===== src/rtl/midi_voice_allocator.sv =====
// midi_voice_allocator
// Polyphonic voice scheduler. Each accepted note event is resolved over a
// per-slot scan (same-note match, then a free slot, then the oldest gated
// slot) and committed to the per-voice note/velocity/gate registers that the
// oscillator and envelope voices consume.
module midi_voice_allocator #(
    parameter int NUM_VOICES = 4,
    parameter int AGE_W      = 8
) (
    input  logic                      clk,
    input  logic                      rst_n,
    input  logic                      ev_valid,
    output logic                      ev_ready,
    input  logic                      ev_on,
    input  logic [6:0]                ev_note,
    input  logic [6:0]                ev_vel,
    input  logic                      panic,
    output logic [NUM_VOICES-1:0]     voice_gate,
    output logic [7*NUM_VOICES-1:0]   voice_note,
    output logic [7*NUM_VOICES-1:0]   voice_vel,
    output logic [NUM_VOICES-1:0]     voice_trig,
    output logic                      steal
);

    localparam int IDX_W = (NUM_VOICES > 1) ? $clog2(NUM_VOICES) : 1;
    localparam logic [IDX_W-1:0] LAST_IDX = IDX_W'(NUM_VOICES - 1);
    localparam logic [AGE_W-1:0] AGE_MAX  = '1;

    localparam logic [1:0] ST_IDLE   = 2'd0;
    localparam logic [1:0] ST_SCAN   = 2'd1;
    localparam logic [1:0] ST_COMMIT = 2'd2;

    logic [1:0]        state;
    logic [IDX_W-1:0]  scan_idx;

    // Event fields captured at accept; a zero-velocity note-on is stored as an off.
    logic              lat_on;
    logic [6:0]        lat_note;
    logic [6:0]        lat_vel;

    // Candidates gathered while scanning the slots one by one.
    logic              match_found;
    logic [IDX_W-1:0]  match_idx;
    logic              free_found;
    logic [IDX_W-1:0]  free_idx;
    logic              old_found;
    logic [IDX_W-1:0]  old_idx;
    logic [AGE_W-1:0]  old_age;

    // Per-slot state.
    logic [NUM_VOICES-1:0] gate_r;
    logic [6:0]            note_r [NUM_VOICES];
    logic [6:0]            vel_r  [NUM_VOICES];
    logic [AGE_W-1:0]      age_r  [NUM_VOICES];
    logic [NUM_VOICES-1:0] trig_r;
    logic                  steal_r;

    // View of the slot currently under the scan index.
    logic              cur_gate;
    logic [6:0]        cur_note;
    logic [AGE_W-1:0]  cur_age;

    // Final decision derived from the scan candidates, used in COMMIT.
    logic              sel_valid;
    logic [IDX_W-1:0]  sel_idx;
    logic              sel_steal;

    assign ev_ready = (state == ST_IDLE);

    // Pick out the slot being examined this scan cycle.
    always_comb begin
        cur_gate = gate_r[scan_idx];
        cur_note = note_r[scan_idx];
        cur_age  = age_r[scan_idx];
    end

    // Resolve the scan candidates into one target slot: note-on prefers a
    // same-note retrigger, then a free slot, then stealing the oldest gated
    // slot; note-off only ever acts on a matching gated slot.
    always_comb begin
        sel_valid = 1'b0;
        sel_idx   = '0;
        sel_steal = 1'b0;
        if (lat_on) begin
            if (match_found) begin
                sel_valid = 1'b1;
                sel_idx   = match_idx;
            end else if (free_found) begin
                sel_valid = 1'b1;
                sel_idx   = free_idx;
            end else if (old_found) begin
                sel_valid = 1'b1;
                sel_idx   = old_idx;
                sel_steal = 1'b1;
            end
        end else if (match_found) begin
            sel_valid = 1'b1;
            sel_idx   = match_idx;
        end
    end

    // Control FSM: latch the event, walk the slots collecting candidates,
    // then spend one cycle committing. Panic aborts any event in flight.
    always_ff @(posedge clk or negedge rst_n) begin
        if (!rst_n) begin
            state       <= ST_IDLE;
            scan_idx    <= '0;
            lat_on      <= 1'b0;
            lat_note    <= '0;
            lat_vel     <= '0;
            match_found <= 1'b0;
            match_idx   <= '0;
            free_found  <= 1'b0;
            free_idx    <= '0;
            old_found   <= 1'b0;
            old_idx     <= '0;
            old_age     <= '0;
        end else if (panic) begin
            state    <= ST_IDLE;
            scan_idx <= '0;
        end else begin
            case (state)
                ST_IDLE: begin
                    if (ev_valid) begin
                        state       <= ST_SCAN;
                        scan_idx    <= '0;
                        lat_on      <= ev_on && (ev_vel != 7'd0);
                        lat_note    <= ev_note;
                        lat_vel     <= ev_vel;
                        match_found <= 1'b0;
                        match_idx   <= '0;
                        free_found  <= 1'b0;
                        free_idx    <= '0;
                        old_found   <= 1'b0;
                        old_idx     <= '0;
                        old_age     <= '0;
                    end
                end
                ST_SCAN: begin
                    if (cur_gate && (cur_note == lat_note) && !match_found) begin
                        match_found <= 1'b1;
                        match_idx   <= scan_idx;
                    end
                    if (!cur_gate && !free_found) begin
                        free_found <= 1'b1;
                        free_idx   <= scan_idx;
                    end
                    if (cur_gate && (!old_found || (cur_age > old_age))) begin
                        old_found <= 1'b1;
                        old_idx   <= scan_idx;
                        old_age   <= cur_age;
                    end
                    if (scan_idx == LAST_IDX) begin
                        state <= ST_COMMIT;
                    end else begin
                        scan_idx <= scan_idx + 1'b1;
                    end
                end
                ST_COMMIT: begin
                    state <= ST_IDLE;
                end
                default: begin
                    state <= ST_IDLE;
                end
            endcase
        end
    end

    // Slot registers and one-cycle pulses. A note-on loads the chosen slot
    // and ages every other held slot; a note-off only drops the gate so the
    // release phase keeps its note and velocity. Panic silences everything
    // but leaves note/velocity for the envelopes to release on.
    always_ff @(posedge clk or negedge rst_n) begin
        if (!rst_n) begin
            gate_r  <= '0;
            trig_r  <= '0;
            steal_r <= 1'b0;
            for (int i = 0; i < NUM_VOICES; i++) begin
                note_r[i] <= '0;
                vel_r[i]  <= '0;
                age_r[i]  <= '0;
            end
        end else if (panic) begin
            gate_r  <= '0;
            trig_r  <= '0;
            steal_r <= 1'b0;
            for (int i = 0; i < NUM_VOICES; i++) begin
                age_r[i] <= '0;
            end
        end else begin
            trig_r  <= '0;
            steal_r <= 1'b0;
            if ((state == ST_COMMIT) && sel_valid) begin
                if (lat_on) begin
                    for (int i = 0; i < NUM_VOICES; i++) begin
                        if (IDX_W'(i) == sel_idx) begin
                            gate_r[i] <= 1'b1;
                            note_r[i] <= lat_note;
                            vel_r[i]  <= lat_vel;
                            age_r[i]  <= '0;
                        end else if (gate_r[i] && (age_r[i] != AGE_MAX)) begin
                            age_r[i] <= age_r[i] + 1'b1;
                        end
                    end
                    trig_r[sel_idx] <= 1'b1;
                    steal_r         <= sel_steal;
                end else begin
                    gate_r[sel_idx] <= 1'b0;
                end
            end
        end
    end

    // Flatten the per-slot arrays onto the packed output buses.
    for (genvar g = 0; g < NUM_VOICES; g++) begin : g_pack
        assign voice_note[7*g +: 7] = note_r[g];
        assign voice_vel[7*g +: 7]  = vel_r[g];
    end

    assign voice_gate = gate_r;
    assign voice_trig = trig_r;
    assign steal      = steal_r;

endmodule


===== config.mk =====
export PLATFORM = sky130hd
export DESIGN_NAME = midi_voice_allocator
export DESIGN_NICKNAME = d
export VERILOG_FILES = /design/src/rtl/midi_voice_allocator.sv
export SDC_FILE = /design/constraint.sdc
export NUM_CORES = 1
export LEC_CHECK = 0
export ABC_AREA = 1
export CORE_MARGIN = 4
export CORE_UTILIZATION = 35
export DETAILED_ROUTE_END_ITERATION = 8
export PLACE_DENSITY_LB_ADDON = 0.12
export SYNTH_ARGS = -nofsm -noshare
export SYNTH_HDL_FRONTEND = slang
export SYNTH_SLANG_ARGS = --single-unit

===== constraint.sdc =====
create_clock -name clk -period 6 [get_ports clk]
set_clock_uncertainty 0.15 [all_clocks]
set_input_delay 1.8 -clock clk [delete_from_list [all_inputs] [get_ports clk]]
set_output_delay 1.8 -clock clk [all_outputs]
set_load 0.05 [all_outputs]

==> results by group <==
Power
  – LEAKAGE: 3.714 nW
  – Sequential share of power: 0.406
  – Internal: 1.652 mW
  – Switching Share: 0.3182
  – Portion of total power attributed to combinational logic: 0.140
  – Total power after layout: 2.423 mW
  – Switching pwr: 0.7708 mW
  – Portion of total power attributed to the clock network: 0.454
  – Pwr dens: 291.8 nW/um^2
  – Worst vdd rail ir drop: 0.1919 mV

STA
  – Fraction of the cycle the final worst path needs: 0.6969
  – Final critical-path required period: 4.181 ns
  – Slew Limit Headroom: 0.2660
  – Fmax: 239.2 MHz
  – Number of failing hold endpoints at the final stage: 0
  – Aggregate negative setup slack: 0 ns
  – Final WS setup: 1.819 ns
  – Setup repair after global routing missed its margin: false
  – Final setup vio count: 0
  – Final Max Tran Viols: 0
  – Worst slew pin tran: 1.097 ns
  – Final Hold Slack: 0.3304 ns

Setup path
  – Worst Path Arrival: 4.34 ns
  – Top cell by count, worst path: sky130_fd_sc_hd__nand2_1
  – CP Class: primary input to flip-flop
  – Crit-path cells: clkdlybuf4s50_1 > a211oi_2 > inv_1 > nor2_1 > nand2_1 > nand3_1 > nand2_1
  – Largest stage delay on the critical path: 0.68 ns
  – Top fanout value on the critical path: 12
  – Slowest cell on crit path: sky130_fd_sc_hd__clkdlybuf4s50_1
  – Startpoint class of the critical path: primary input
  – Crit. End Element: flip-flop
  – Top delay family on crit path: simple AND/OR/NAND/NOR gates
  – Data required time at the worst endpoint: 6.16 ns
  – Buffering stage count on the worst path with inverters included: 2

Routing
  – Total wire length after detailed routing: 18.23 mm
  – DRC viols: 0
  – Number of vias per cell: 4.939
  – Total vias in the final route: 5650
  – Number of violations reported at the end of detailed-routing iteration 0: 291
  – Wirelength per Cell: 15.93 um
  – DR pass1 iterations: 5
  – Remaining antenna violation count: 0

Logic synthesis
  – Register bit count reported by yosys: 133
  – Portion of the post-synthesis area used by sequential elements: 0.4964
  – Number of flops mapped to enable cells by yosys: 0
  – Number of nets produced by synthesis: 856
  – Cell accounting for the most synthesized area: sky130_fd_sc_hd__dfrtp_1
  – Count of synthesis-stage warnings from yosys: 0
  – Commonest cells in the synthesized netlist: sky130_fd_sc_hd__nand2_1 (231), sky130_fd_sc_hd__dfrtp_1 (133), sky130_fd_sc_hd__o21ai_0 (79)
  – Post-synth top flop: sky130_fd_sc_hd__dfrtp_1
  – Number of standard cells after synthesis: 824
  – Cell types occupying the most area after synthesis: sky130_fd_sc_hd__dfrtp_1 (50%), sky130_fd_sc_hd__nand2_1 (13%), sky130_fd_sc_hd__o21ai_0 (5.9%)
  – Synth Area per Inst: 8.137 um^2
  – Library cell with the highest instance count after synthesis: sky130_fd_sc_hd__nand2_1
  – Synth Cell Area: 6705 um^2
  – Fraction of synthesis flops using an asynchronous set or reset pin: 1.000
  – Number of distinct library cells after synthesis: 41
  – Proportion of netlist area held by the largest area contributor: 0.4964

CTS
  – Clk_lat worst skew: 0.43 ns
  – Library cell used as clock root buffer: sky130_fd_sc_hd__clkbuf_16
  – CTS HTree Levels: 4
  – TritonCTS clock tree: done
  – Total clock sinks: 133
  – Clock buffers created by TritonCTS: 17
  – Cts repair resizes: 0
  – Number of hold buffers added after CTS: 0
  – Clock edge transition at the registers on the reported setup and hold paths: 0.07 ns
  – Count of buffers added by post-CTS timing repair for setup: 0
  – Deepest clock path buffer count: 2

Outcome
  – Status: finished, final reports clean

Finish
  – Ratio of cells with drive above 1 in the final layout: 0.09011
  – Antenna diode count: 0
  – Footprint of the multi-input gates: 2884 um^2
  – Area of all placed cells without fillers: 8303 um^2
  – Sequential Area: 3328 um^2
  – Final-layout fill cell count: 1847
  – Total number of nets in the final design: 929
  – Post-synthesis to final-layout area growth: 23.83%

Hold path
  – Type of the most critical hold path: flip-flop to flip-flop

Placement
  – Final GP Congestion: 0.8515
  – Post-placement worst setup slack: 1.389 ns
  – Half-perimeter wire length after detailed placement: 12.32 mm
  – Port Buffer Count: 84
  – Cell Area, Placed: 7672 um^2

Global routing
  – Global-route wire length before repair: 30.26 mm
  – Gr ovfl total: 0
  – Largest net degree at the start of global routing: 108
  – Global routing usage summed across all routing layers: 0.1773
  – Initial antenna violation count: 0
  – Via count of the first global-routing pass: 5608

Floorplan
  – Standard cell core area: 18770 um^2
  – I/O Pins: 85
  – Standard-cell rows: 50
  – DIE HEIGHT: 146.4 um
  – Starting utilization of the core area: 0.3573
  – Die outline area: 21440 um^2
  – Overall die width: 146.4 um

Run
  – Maxcap violations: 0
==> power by group through the flow <==
| stage | logic, mW | clock network [mW] | registers, mW |
|---|---|---|---|
| global route | 0.386 | 1.17 | 0.990 |
| floorplan | 0.230 | 0 | 0.994 |
| finish | 0.339 | 1.10 | 0.983 |
| global placement | 0.346 | 0 | 1.00 |
| CTS | 0.347 | 1.12 | 0.983 |
| detailed placement | 0.345 | 0 | 1.00 |
==> tightest hold or removal path, delay by kind of cell (launching register included) <==
kind	cells	cell delay, ns
AND/OR/NAND/NOR	2	0.11
flip-flops	1	0.35
==> sequential cells by signal, summed over array words and instances (netlist names) <==
signal / flops
lat_vel: 7
old_found: 1
voice_note: 28
voice_vel: 28
age_r: 32
old_idx: 2
match_found: 1
free_idx: 2
steal: 1
lat_on: 1
voice_gate: 4
free_found: 1
state: 2
voice_trig: 4
old_age: 8
match_idx: 2
lat_note: 7
scan_idx: 2
==> layout make-up <==
class,count,share of cell area
Clock inverter,15,0.02471
Clock buffer,17,0.05124
Tap cell,234,0.03526
Inverter,74,0.03376
Multi-Input combinational cell,581,0.3473
Timing Repair Buffer,90,0.1068
Sequential cell,133,0.4008
==> cell families (layout without fill, tap and decap cells) <==
kind of cell / after synthesis / count (layout) / share of synthesized area
buffers and inverters: 110 / 196 / 0.07390
adders and majority gates: 13 / 13 / 0.02426
AOI/OAI and AO/OA: 163 / 163 / 0.1336
xor gates and xnor gates: 9 / 9 / 0.01176
muxes: 1 / 1 / 0.001493
DFF: 133 / 133 / 0.4964
and+or+nand+nor: 395 / 395 / 0.2586
==> per-stage QoR <==
step,util,std cells
2_1_floorplan,-,824
3_3_place_gp,0.4088,1112
3_5_place_dp,0.4088,1112
4_1_cts,0.4424,1144
5_1_grt,0.4424,1144
6_report,0.4424,1144
==> cells in the final DEF, fill, tap and decap left out, types with 3 or more instances in the layout <==
cell,instances
sky130_fd_sc_hd__inv_6,3
sky130_fd_sc_hd__nand4_1,19
sky130_fd_sc_hd__ha_1,13
sky130_fd_sc_hd__dfrtp_1,133
sky130_fd_sc_hd__nor3_1,9
sky130_fd_sc_hd__clkdlybuf4s50_1,83
sky130_fd_sc_hd__buf_4,6
sky130_fd_sc_hd__or2_2,4
sky130_fd_sc_hd__nand2_2,5
sky130_fd_sc_hd__o21ai_2,6
sky130_fd_sc_hd__clkbuf_16,17
sky130_fd_sc_hd__clkinv_8,5
sky130_fd_sc_hd__o21ai_1,41
sky130_fd_sc_hd__nand3_1,64
sky130_fd_sc_hd__nor2_1,44
sky130_fd_sc_hd__inv_1,63
sky130_fd_sc_hd__inv_2,10
sky130_fd_sc_hd__xor2_1,9
sky130_fd_sc_hd__o21ai_0,79
sky130_fd_sc_hd__nor4_1,5
sky130_fd_sc_hd__nor2_2,5
sky130_fd_sc_hd__nor2_4,4
sky130_fd_sc_hd__nand2_1,231
sky130_fd_sc_hd__o22ai_1,3
sky130_fd_sc_hd__inv_8,6
sky130_fd_sc_hd__a21oi_1,23
==> routing by layer <==
layer	global-route usage	routed length [um]	vias up	share of wire
met2	0.2799	8415	136	0.46
met3	0.05183	1074	18	0.059
li1	-	-	2858	-
met4	0.05597	218	0	0.012
met1	0.2363	8520	2638	0.47
met5	0	0	-	0
==> final timing paths <==
check / start / to / slack, ns / cells after the start
max: panic / old_age[2]$_DFFE_PN0P_ / 1.82 / 7
min: match_idx[0]$_DFFE_PN0P_ / match_idx[0]$_DFFE_PN0P_ / 0.33 / 2
max reg2reg: scan_idx[1]$_DFFE_PN0P_ / old_age[2]$_DFFE_PN0P_ / 2.51 / 15
min reg2reg: match_idx[0]$_DFFE_PN0P_ / match_idx[0]$_DFFE_PN0P_ / 0.33 / 2
max in group asynchronous: rst_n / voice_note[20]$_DFFE_PN0P_ / 3.44 / 2
min in group asynchronous: rst_n / age_r[1]$_DFFE_PN0P_ / 1.33 / 1
Note: power is estimated with default switching activity, not from simulation.
